### src/rtl/uart_rx.sv
// UART receiver: 16x oversampled 8N1-style serial input to a FIFO write strobe.
// Latency: wr_en/frame_err/overrun_err pulse one clk after the mid-stop-bit sample tick.
// Backpressure: rx_fifo_full at the stop sample drops the frame and pulses overrun_err.

`ifndef DATA_WIDTH
`define DATA_WIDTH 8
`endif

module uart_rx #(
  parameter int CLK_DIV    = 326,
  parameter int DATA_WIDTH = `DATA_WIDTH
) (
  input  logic                  clk,
  input  logic                  reset,
  input  logic                  rxd,
  input  logic                  rx_fifo_full,
  output logic [DATA_WIDTH-1:0] data_out,
  output logic                  wr_en,
  output logic                  frame_err,
  output logic                  overrun_err,
  output logic                  busy
);

  localparam int TW = (CLK_DIV > 1) ? $clog2(CLK_DIV) : 1;
  localparam int BW = (DATA_WIDTH > 1) ? $clog2(DATA_WIDTH) : 1;
  localparam logic [TW-1:0] TICK_MAX = TW'(CLK_DIV - 1);
  localparam logic [BW-1:0] BIT_LAST = BW'(DATA_WIDTH - 1);

  typedef enum logic [2:0] {
    IDLE      = 3'd0,
    START     = 3'd1,
    DATA      = 3'd2,
    STOP      = 3'd3,
    WAIT_HIGH = 3'd4
  } state_t;

  logic                  rxd_meta_q;
  logic                  rxd_s_q;
  logic [TW-1:0]         tick_cnt_q;
  logic [TW-1:0]         tick_cnt_d;
  logic                  tick;
  state_t                state_q;
  logic [3:0]            samp_q;
  logic [BW-1:0]         bit_q;
  logic [DATA_WIDTH-1:0] shift_q;
  logic [DATA_WIDTH-1:0] data_q;
  logic                  wr_en_q;
  logic                  frame_err_q;
  logic                  overrun_err_q;
  logic                  busy_q;

  // Two-flop synchronizer; resets to the idle-high line level so reset never looks like a start bit.
  always_ff @(posedge clk or negedge reset) begin
    if (!reset) begin
      rxd_meta_q <= 1'b1;
      rxd_s_q    <= 1'b1;
    end else begin
      rxd_meta_q <= rxd;
      rxd_s_q    <= rxd_meta_q;
    end
  end

  assign tick       = (tick_cnt_q == TICK_MAX);
  assign tick_cnt_d = tick ? '0 : tick_cnt_q + TW'(1);

  // Free-running oversample prescaler, independent of FSM state.
  always_ff @(posedge clk or negedge reset) begin
    if (!reset) begin
      tick_cnt_q <= '0;
    end else begin
      tick_cnt_q <= tick_cnt_d;
    end
  end

  // Receive FSM with registered outputs; only advances on oversample ticks, pulses clear every clk.
  always_ff @(posedge clk or negedge reset) begin
    if (!reset) begin
      state_q       <= IDLE;
      samp_q        <= '0;
      bit_q         <= '0;
      shift_q       <= '0;
      data_q        <= '0;
      wr_en_q       <= 1'b0;
      frame_err_q   <= 1'b0;
      overrun_err_q <= 1'b0;
      busy_q        <= 1'b0;
    end else begin
      wr_en_q       <= 1'b0;
      frame_err_q   <= 1'b0;
      overrun_err_q <= 1'b0;
      if (tick) begin
        case (state_q)
          IDLE: begin
            if (!rxd_s_q) begin
              state_q <= START;
              samp_q  <= '0;
              busy_q  <= 1'b1;
            end
          end
          START: begin
            // Eighth tick after the edge lands mid start bit; a high line here was a glitch.
            if (samp_q == 4'd7) begin
              if (!rxd_s_q) begin
                state_q <= DATA;
                samp_q  <= '0;
                bit_q   <= '0;
              end else begin
                state_q <= IDLE;
                busy_q  <= 1'b0;
              end
            end else begin
              samp_q <= samp_q + 4'd1;
            end
          end
          DATA: begin
            if (samp_q == 4'd15) begin
              samp_q  <= '0;
              shift_q <= {rxd_s_q, shift_q[DATA_WIDTH-1:1]};
              if (bit_q == BIT_LAST) begin
                state_q <= STOP;
              end else begin
                bit_q <= bit_q + BW'(1);
              end
            end else begin
              samp_q <= samp_q + 4'd1;
            end
          end
          STOP: begin
            if (samp_q == 4'd15) begin
              samp_q <= '0;
              if (rxd_s_q) begin
                state_q <= IDLE;
                busy_q  <= 1'b0;
                if (rx_fifo_full) begin
                  overrun_err_q <= 1'b1;
                end else begin
                  wr_en_q <= 1'b1;
                  data_q  <= shift_q;
                end
              end else begin
                frame_err_q <= 1'b1;
                state_q     <= WAIT_HIGH;
              end
            end else begin
              samp_q <= samp_q + 4'd1;
            end
          end
          WAIT_HIGH: begin
            // Park until the line returns high so a break cannot spawn phantom frames.
            if (rxd_s_q) begin
              state_q <= IDLE;
              busy_q  <= 1'b0;
            end
          end
          default: begin
            state_q <= IDLE;
            busy_q  <= 1'b0;
          end
        endcase
      end
    end
  end

  assign data_out    = data_q;
  assign wr_en       = wr_en_q;
  assign frame_err   = frame_err_q;
  assign overrun_err = overrun_err_q;
  assign busy        = busy_q;

endmodule

### config.mk
export PLATFORM = sky130hd
export DESIGN_NAME = uart_rx
export DESIGN_NICKNAME = d
export VERILOG_FILES = /design/src/rtl/uart_rx.sv
export SDC_FILE = /design/constraint.sdc
export NUM_CORES = 1
export LEC_CHECK = 0
export ABC_AREA = 1
export CELL_PAD_IN_SITES_DETAIL_PLACEMENT = 0
export CELL_PAD_IN_SITES_GLOBAL_PLACEMENT = 1
export CORE_ASPECT_RATIO = 1.5
export CORE_MARGIN = 1
export CORE_UTILIZATION = 40
export CTS_CLUSTER_DIAMETER = 100
export DETAILED_ROUTE_END_ITERATION = 16
export PLACE_DENSITY_LB_ADDON = 0.1
export RECOVER_POWER = 50
export SKIP_CTS_REPAIR_TIMING = 1
export SYNTH_ARGS = -nofsm -noshare
export SYNTH_HDL_FRONTEND = slang
export SYNTH_SLANG_ARGS = --single-unit
### constraint.sdc
create_clock -name clk -period 1.65 [get_ports clk]
set_input_delay 0.33 -clock clk [delete_from_list [all_inputs] [get_ports clk]]
set_output_delay 0.33 -clock clk [all_outputs]
set_load 0.1 [all_outputs]
==> impl_metrics.py <==
metrics = {
    "outcome": {
        "outcome": "finished clean",
    },
    "layout": {
        "n_fill_cell": 490,
        "finish.utilization": 0.545,
        "final_common_cell": "nand2_1",
        "drive_gt1_frac": 0.228,
        "layout.nets": 302,
        "final_cell_mix": "nand2_1, dfrtp_1, inv_1",
        "area_growth_pct": 28.5,
        "antenna_cells": 0,
    },
    "hold_path": {
        "hold_class": "reg -> reg",
    },
    "floorplan": {
        "die_x_um": 61.0,
        "io_pins": 16,
        "dieArea_mm2": 0.00553,
        "start_util": 0.424,
        "dieHeight_um": 90.5,
        "core_mm2": 0.00493,
        "rows": 31,
    },
    "placed_design": {
        "dp_hpwl_um": 3140,
        "gp_congestion": 0.842,
        "io_buffer_count": 15,
    },
    "setup_path": {
        "arrival_ns": 1.73,
        "r2r_slack_ns": 0.15,
        "cp-startpoint": "bit_q[0]",
        "r2r-start": "bit_q[0]",
        "crit_path_end_kind": "flop",
        "cp_data_required_time_ns": 1.88,
        "crit_path_end": "bit_q[0]",
        "reg2regPathDepth": 8,
        "critical_path_class": "reg -> reg",
        "worst-path-max-fanout": 3,
        "worstReg2RegEnd": "bit_q[0]",
        "start_kind": "flop",
    },
    "power_and_ir_drop": {
        "power_frac_comb": 0.022,
        "power.leakage_uw": 0.00132,
        "p_int_uw": 1480,
        "power.share.clock": 0.433,
        "p_seq_frac": 0.544,
        "swShare": 0.206,
        "power.density_mw_per_mm2": 692,
        "vdd_drop_max_uv": 479,
        "switchingPower_uw": 382,
    },
    "yosys": {
        "ys_types": 23,
        "ys.flop_type": "dfrtp_1",
        "synth.yosys.seq_area_share": 0.492,
        "synth_top_area_share": 0.467,
        "synthesis.nets": 269,
        "synth-xor-area-share": 0.0126,
        "yosysWarnings": 0,
        "synth_mux_area_frac": 0,
        "syn_inst": 260,
        "avgSynthCellArea_um2": 8.04,
        "synthTopCellsByArea": "dfrtp_1, nand2_1, nand3_1",
        "synth_area_mm2": 0.00209,
        "synth-compound-area-share": 0.0718,
        "synth_top_family_by_area": "simple AND/OR/NAND/NOR gates",
        "synth_edf_count": 0,
        "synth_seq_cells": 41,
        "post-synth-top-area-cell": "dfrtp_1",
        "async_reset_ff_frac": 1.00,
        "synth-simple-area-share": 0.309,
        "synthAdderAreaFrac": 0.0299,
    },
    "detailed_routing": {
        "routedWlPerCell_um": 11.6,
        "drc_errors": 0,
        "vias": 1670,
        "drt.antenna.violating_nets": 0,
        "avgViaCountPerCell": 4.64,
        "drt-total-wl_um": 4170,
        "drtPass1Iterations": 4,
        "drt_iter0_drc": 60,
    },
    "clock_tree": {
        "cts_buffers": 5,
        "clockBufferDepth": 2,
        "cts_tree": "yes",
        "clkTransAtPathRegs_ns": 0.07,
        "clkLatencyLatePin_ns": 0.29,
        "htree_levels": 2,
        "clock-sinks": 41,
        "cts_root_buf": "clkbuf_8",
    },
    "timing": {
        "report.final.slew_viol_count": 0,
        "max_slew_margin": 0.390,
        "max_freq_mhz": 667,
        "worst_slew_pin_slew_ns": 0.915,
        "rsz0062_at_grt": "yes",
        "finalCritPeriodShare": 0.909,
        "finalHoldViolations": 0,
        "holdWs_ns": 0.358,
        "finalSetupViolCount": 0,
        "fin_crit_ns": 1.50,
        "finClkSkew_ns": 0.00579,
    },
    "global_route": {
        "grt_pass1_wl_um": 7400,
        "antenna_found_initial": 0,
        "grt_start_max_net_pins": 29,
        "track_usage": 0.180,
        "grtUsageMet2": 0.297,
        "overflow": 0,
        "grt_util_met1": 0.217,
        "busiest_layer": "met2",
        "use_met3": 0.0401,
        "grt_pass1_vias": 1704,
    },
    "flow_run": {
        "maxCapViolCount": 0,
    },
}
metal layers:
| metal | vias to the layer above | part of all wire |
|---|---|---|
| met5 | - | 0 |
| met4 | 0 | 0.015 |
| met3 | 4 | 0.023 |
| met2 | 20 | 0.50 |
| met1 | 757 | 0.46 |
| li1 | 889 | - |
critical path, stage by stage (launching register included):
cell      delay (ns)
dfrtp_1         0.40
ha_1            0.20
ha_1            0.17
nand3b_1        0.20
nand2_1         0.09
inv_1           0.04
nor2_1          0.17
nand3_1         0.10
nand2_1         0.08
kinds of logic after synthesis:
group                    after synthesis
XOR/XNOR                               3
adder cells (fa/ha/maj)                5
AND/OR/NAND/NOR                      149
buffers and inverters                 38
AO/OA/AOI/OAI                         24
flip-flops                            41
synthesized netlist by cell type (3+ instances only):
master    n
a21oi_1   5
o21ai_0   4
nand2_2   3
xor2_1    3
nand3_1  28
ha_1      5
o21ai_2   8
inv_1    29
o21ai_1   7
nor2_2    4
nand2_1  77
nor2_1   27
dfrtp_1  39
nand4_1   5
layout make-up:
class                           count  area [µm²]  area share
Multi-Input combinational cell    181         930       0.346
Sequential cell                    41        1030       0.383
Clock buffer                        6        72.6      0.0270
Tap cell                           66        82.6      0.0307
Inverter                           31         116      0.0433
Timing Repair Buffer               33         418       0.156
Clock inverter                      2        38.8      0.0144
power groups by stage:
stage,Sequential [µW],Clock (µW),Combinational (µW)
finish,1010,805,41.2
global route,1010,881,48.3
CTS,1010,840,42.3
detailed placement,1030,0,42.0
global placement,1030,0,42.3
floorplan,1030,0,7.75
state kept, by name, summed over array words and instances, names as in the netlist:
name	count
tick_cnt_q	9
data_out	8
shift_q	8
samp_q	4
bit_q	3
state_q	3
busy	1
frame_err	1
overrun_err	1
rxd_meta_q	1
rxd_s_q	1
wr_en	1
through the flow:
| step | setup TNS (ns) | cells | total power [µW] | area [µm²] | worst slack (ns) |
|---|---|---|---|---|---|
| after floorplan | 0 | 260 | 1040 | 2090 | 0.166 |
| after global placement | 0 | 351 | 1070 | 2520 | 0.0773 |
| after detailed placement | 0 | 351 | 1070 | 2520 | 0.0485 |
| after CTS | 0 | 359 | 1890 | 2630 | 0.0256 |
| after global routing | -0.00160 | 360 | 1940 | 2690 | -0.00142 |
| final | 0 | 360 | 1860 | 2690 | 0.151 |
worst min-delay path by stage:
stage                          start  slack, ns  cells after the start            end
after global placement         reset       0.27                      1  tick_cnt_q[5]
final                     rxd_meta_q       0.36                      0        rxd_s_q
after CTS                      reset      -0.05                      1  tick_cnt_q[5]
after global routing      rxd_meta_q       0.37                      0        rxd_s_q
after floorplan                reset       0.03                      0       bit_q[0]
after detailed placement       reset       0.27                      1  tick_cnt_q[5]
Power figures use the tool's default switching activity.
